**config.mk**
```make
export PLATFORM = sky130hd
export DESIGN_NAME = rv_mem_arbiter
export DESIGN_NICKNAME = d
export VERILOG_FILES = /design/src/rtl/rv_mem_arbiter.sv
export SDC_FILE = /design/constraint.sdc
export NUM_CORES = 1
export LEC_CHECK = 0
export ABC_AREA = 1
export BUFFER_PORTS_ARGS = -buffer_cell sky130_fd_sc_hd__buf_2
export CORE_AREA = 2 2 108 110
export DETAILED_ROUTE_END_ITERATION = 10
export DIE_AREA = 0 0 110 112
export GPL_TIMING_DRIVEN = 0
export HOLD_SLACK_MARGIN = 0.08
export PLACE_DENSITY = 0.56
export SKIP_CTS_REPAIR_TIMING = 1
export SYNTH_ARGS = -nofsm -noshare
export SYNTH_HDL_FRONTEND = slang
export SYNTH_SLANG_ARGS = --single-unit
```
**constraint.sdc**
```tcl
create_clock -name clk_i -period 2.8 [get_ports clk_i]
set_input_delay 0.42 -clock clk_i [delete_from_list [all_inputs] [get_ports clk_i]]
set_output_delay 0.42 -clock clk_i [all_outputs]
set_load 0.1 [all_outputs]
```
**src/rtl/rv_mem_arbiter.sv**
```systemverilog
// Arbiter sharing one single-port memory between fetch and MEM stages.
// Data has priority; a saturating counter lets a starved fetch through.
module rv_mem_arbiter #(
    parameter int unsigned StarveLimit = 4,
    parameter int unsigned XLEN        = 32
) (
    input  logic            clk_i,
    input  logic            rst_i,
    input  logic            if_req_i,
    input  logic [XLEN-1:0] if_addr_i,
    input  logic            if_flush_i,
    output logic            if_gnt_o,
    output logic            if_rvalid_o,
    output logic [XLEN-1:0] if_rdata_o,
    input  logic            d_req_i,
    input  logic            d_we_i,
    input  logic [XLEN-1:0] d_addr_i,
    input  logic [3:0]      d_be_i,
    input  logic [XLEN-1:0] d_wdata_i,
    output logic            d_gnt_o,
    output logic            d_rvalid_o,
    output logic [XLEN-1:0] d_rdata_o,
    output logic            mem_req_o,
    output logic            mem_we_o,
    output logic [XLEN-1:0] mem_addr_o,
    output logic [3:0]      mem_be_o,
    output logic [XLEN-1:0] mem_wdata_o,
    input  logic            mem_ready_i,
    input  logic            mem_rvalid_i,
    input  logic [XLEN-1:0] mem_rdata_i
);

    typedef enum logic [1:0] {
        IDLE,
        WAIT_I,
        WAIT_D
    } state_t;

    localparam logic [3:0] Limit = 4'(StarveLimit);

    state_t     state_q;
    logic [3:0] starve_q;
    logic       drop_q;
    logic       store_q;

    logic issue_ok;
    logic pick_i;
    logic pick_d;
    logic rsp;

    always_comb begin
        issue_ok = !rst_i && ((state_q == IDLE) || mem_rvalid_i);
        pick_i   = if_req_i && (!d_req_i || (starve_q == Limit));
        pick_d   = d_req_i && !pick_i;
        // Responses seen while idle belong to nobody (e.g. pre-reset traffic).
        rsp      = !rst_i && mem_rvalid_i && (state_q != IDLE);
    end

    always_comb begin
        mem_req_o   = issue_ok && (if_req_i || d_req_i);
        mem_we_o    = 1'b0;
        mem_addr_o  = '0;
        mem_be_o    = 4'h0;
        mem_wdata_o = '0;
        unique case (1'b1)
            mem_req_o && pick_i: begin
                mem_addr_o = if_addr_i;
                mem_be_o   = 4'hF;
            end
            mem_req_o && pick_d: begin
                mem_we_o    = d_we_i;
                mem_addr_o  = d_addr_i;
                mem_be_o    = d_be_i;
                mem_wdata_o = d_wdata_i;
            end
            default: ;
        endcase
        if_gnt_o = mem_req_o && pick_i && mem_ready_i;
        d_gnt_o  = mem_req_o && pick_d && mem_ready_i;
    end

    always_comb begin
        d_rvalid_o  = rsp && (state_q == WAIT_D);
        d_rdata_o   = (d_rvalid_o && !store_q) ? mem_rdata_i : '0;
        if_rvalid_o = rsp && (state_q == WAIT_I) && !drop_q && !if_flush_i;
        if_rdata_o  = if_rvalid_o ? mem_rdata_i : '0;
    end

    always_ff @(posedge clk_i) begin
        if (rst_i) begin
            state_q  <= IDLE;
            starve_q <= 4'd0;
            drop_q   <= 1'b0;
            store_q  <= 1'b0;
        end else begin
            if (if_gnt_o) begin
                state_q <= WAIT_I;
            end else if (d_gnt_o) begin
                state_q <= WAIT_D;
            end else if (rsp) begin
                state_q <= IDLE;
            end

            if (d_gnt_o) begin
                store_q <= d_we_i;
            end

            // A flush on the granting cycle targets the new fetch.
            if (if_gnt_o && if_flush_i) begin
                drop_q <= 1'b1;
            end else if (rsp && (state_q == WAIT_I)) begin
                drop_q <= 1'b0;
            end else if ((state_q == WAIT_I) && if_flush_i) begin
                drop_q <= 1'b1;
            end

            if (if_req_i && !if_gnt_o) begin
                if (starve_q != Limit) begin
                    starve_q <= starve_q + 4'd1;
                end
            end else begin
                starve_q <= 4'd0;
            end
        end
    end

endmodule

```
==> flow_metrics.tcl <==
set metrics [dict create \
    syn_nets 499 \
    antenna_left 0 \
    cts_tree "done" \
    startpoint_type "flip-flop" \
    ys_types 20 \
    grt-ovfl-total 0 \
    hpwl_mm 8.16 \
    p_int_w 0.000511 \
    viasPerCell 4.12 \
    htree_levels 1 \
    cp.required_ns 2.38 \
    fin_cells 779 \
    cts_sinks 8 \
    crit_chain "inv_1 > ha_1 > nand3_2 > a21oi_4 > nor2_4 > nand2_2 > buf_4 > nor2_1 > clkbuf_4" \
    p_clk_share_pct 17.7 \
    worst_pin_slew_ns 0.518 \
    clockRootBuffer "clkbuf_16" \
    grt_pass1_vias 2964 \
    drtIter0Drc 71 \
    rows 39 \
    status "finished clean" \
    synth.top_cell.area_share_pct 22.4 \
    drcViolationCount 0 \
    timing.critical_path.to_type "output pin" \
    fin_crit_sh_pct 93.5 \
    final_common_cell "buf_2" \
    max_slew_margin_pct 65.7 \
    max_stage_delay_ns 0.38 \
    drv_cap 0 \
    path_class "reg -> out" \
    synth_area_leaders "nor2_1 22%, nand3_1 22%, inv_1 18%" \
    layout_common_cells "231 x buf_2, 77 x inv_1, 72 x nand3_1, 66 x nor2_4, 48 x nand2_1" \
    grt_pass1_wl_mm 13.7 \
    power_density_nw_per_um2 320 \
    firstDrtPassIters 4 \
    seqPwrFrac_pct 9.3 \
    core_um2 11200 \
    p_leak_nw 2.52 \
    clock_path_buffers 2 \
    synth_seq_area_share_pct 9.57 \
    post_drt_wl_per_cell_um 12.0 \
    die_h_um 112 \
    cts_made_buffers 3 \
    switching_share_pct 61.3 \
    synth_area_leader_cell "nor2_1" \
    clock_latency_ns 0.23 \
    drv_slew 0 \
    fin_ws_ns 0.182 \
    start_util_pct 15.0 \
    crit_path_max_fanout 10 \
    finalWirelength_mm 9.36 \
    yosys_register_bits 8 \
    slowest_stage "dfxtp_1" \
    syn_area_um2 1670 \
    nets 780 \
    dp_cells 776 \
    fin_total_pwr_w 0.00132 \
    clock_skew_ns 0.00150 \
    portBuffers 276 \
    grtUsageTotal_pct 13.7 \
    dr_total_vias 3206 \
    setup_viol 0 \
    design_area_um2 4120 \
    p_sw_w 0.000809 \
    antenna_found_initial 0 \
    die_area_um2 12300 \
    yosysWarnings 0 \
    dp_slack_ns 0.123 \
    synthToLayoutAreaGrowth_pct 147 \
    fin_crit_ns 2.62 \
    final_core_util_pct 36.9 \
    grt_max_degree 11 \
    finalHoldViolations 0 \
    post_dp_cell_area_um2 3890 \
    io_pins 278 \
    hold_path_class "in -> reg" \
    ir_drop_mv 0.153 \
    drive_gt1_share_pct 59.9 \
    fp.dieW_um 110 \
    clk_pin_slew_ns 0.04 \
    p_comb_share_pct 73.0 \
    synth.avg_cell_area_um2 4.69 \
    maxClockFrequency_ghz 0.382 \
    critPathArrivalTime_ns 2.20 \
    gp_congestion 0.788 \
    antenna_cells 0 \
    syn_inst 357 \
]
## path summary, 6_finish.rpt
| path | start | endpoint | slack, ns | cells after the start |
|---|---|---|---|---|
| hold reg to reg | state_q[1] | state_q[1] | 0.48 | 2 |
| setup reg to reg | starve_q[0] | starve_q[0] | 1.10 | 7 |
| hold / removal | rst_i | state_q[0] | 0.47 | 2 |
| setup / recovery | starve_q[0] | mem_wdata_o[17] | 0.18 | 9 |
## cell usage after synthesis
cell,number
buf_2,16
nand3_2,2
nand3_1,73
buf_4,3
nor2_2,1
o21ai_1,1
a21oi_1,6
dfxtp_1,8
xor2_1,1
nor2_1,100
clkbuf_1,5
nand4_1,3
ha_1,2
nor3_1,2
inv_1,80
xnor2_1,1
nand2_1,50
a21oi_4,1
nand2_2,1
o21a_1,1
## kinds of logic after synthesis
family,count (synthesis),synth area share (%)
XOR/XNOR,2,1.05
buffers and inverters,104,25.2
flip-flops,8,9.57
adder cells (fa/ha/maj),2,1.50
AND/OR/NAND/NOR,232,59.2
AO/OA/AOI/OAI,9,3.52
## per-stage QoR
stage	TNS, ns	hold WS [ns]
after CTS	-4.28	0.458
after floorplan	-9.12	0.452
after global routing	-0.0300	0.462
after detailed placement	0	0.476
after global placement	0	0.468
final	0	0.466
## power by group through the flow
| stage | combinational, W | sequential (W) | clock [W] |
|---|---|---|---|
| 2_1_floorplan | 0.000723 | 0.000123 | 0 |
| 3_3_place_gp | 0.000930 | 0.000124 | 0 |
| 3_5_place_dp | 0.000936 | 0.000124 | 0 |
| 4_1_cts | 0.000938 | 0.000122 | 0.000242 |
| 5_1_grt | 0.00101 | 0.000123 | 0.000249 |
| 6_report | 0.000963 | 0.000122 | 0.000234 |
## layer usage
metal / vias to the layer above / wire length [um] / global-route usage [%]
met1: 1410 / 3350 / 15.0
met2: 164 / 5000 / 27.1
met3: 2 / 951 / 2.22
li1: 1630 / - / -
met4: 0 / 48 / 2.45
met5: - / 0 / 0
## registers in the layout, summed over array words and instances, names as in the netlist
register and flops:
drop_q 1, starve_q 4, state_q 2, store_q 1
## worst max-delay path: cells and delay by family, from the launching register on
| kind | cells | cell delay (ns) |
|---|---|---|
| AO/OA/AOI/OAI | 1 | 0.13 |
| adder cells (fa/ha/maj) | 1 | 0.24 |
| buffers and inverters | 3 | 0.61 |
| flip-flops | 1 | 0.38 |
| AND/OR/NAND/NOR | 4 | 0.60 |
## area by class of cell
class / instances / area, um2
inverters: 80 / 315
clock buffers: 3 / 75.1
flip-flops and latches: 8 / 160
fillers: 1194 / 7050
multi-input cells: 245 / 1620
well taps: 143 / 179
repair buffers: 276 / 1540
plain buffers: 24 / 234
No activity file was read; power rests on OpenSTA's default activity.
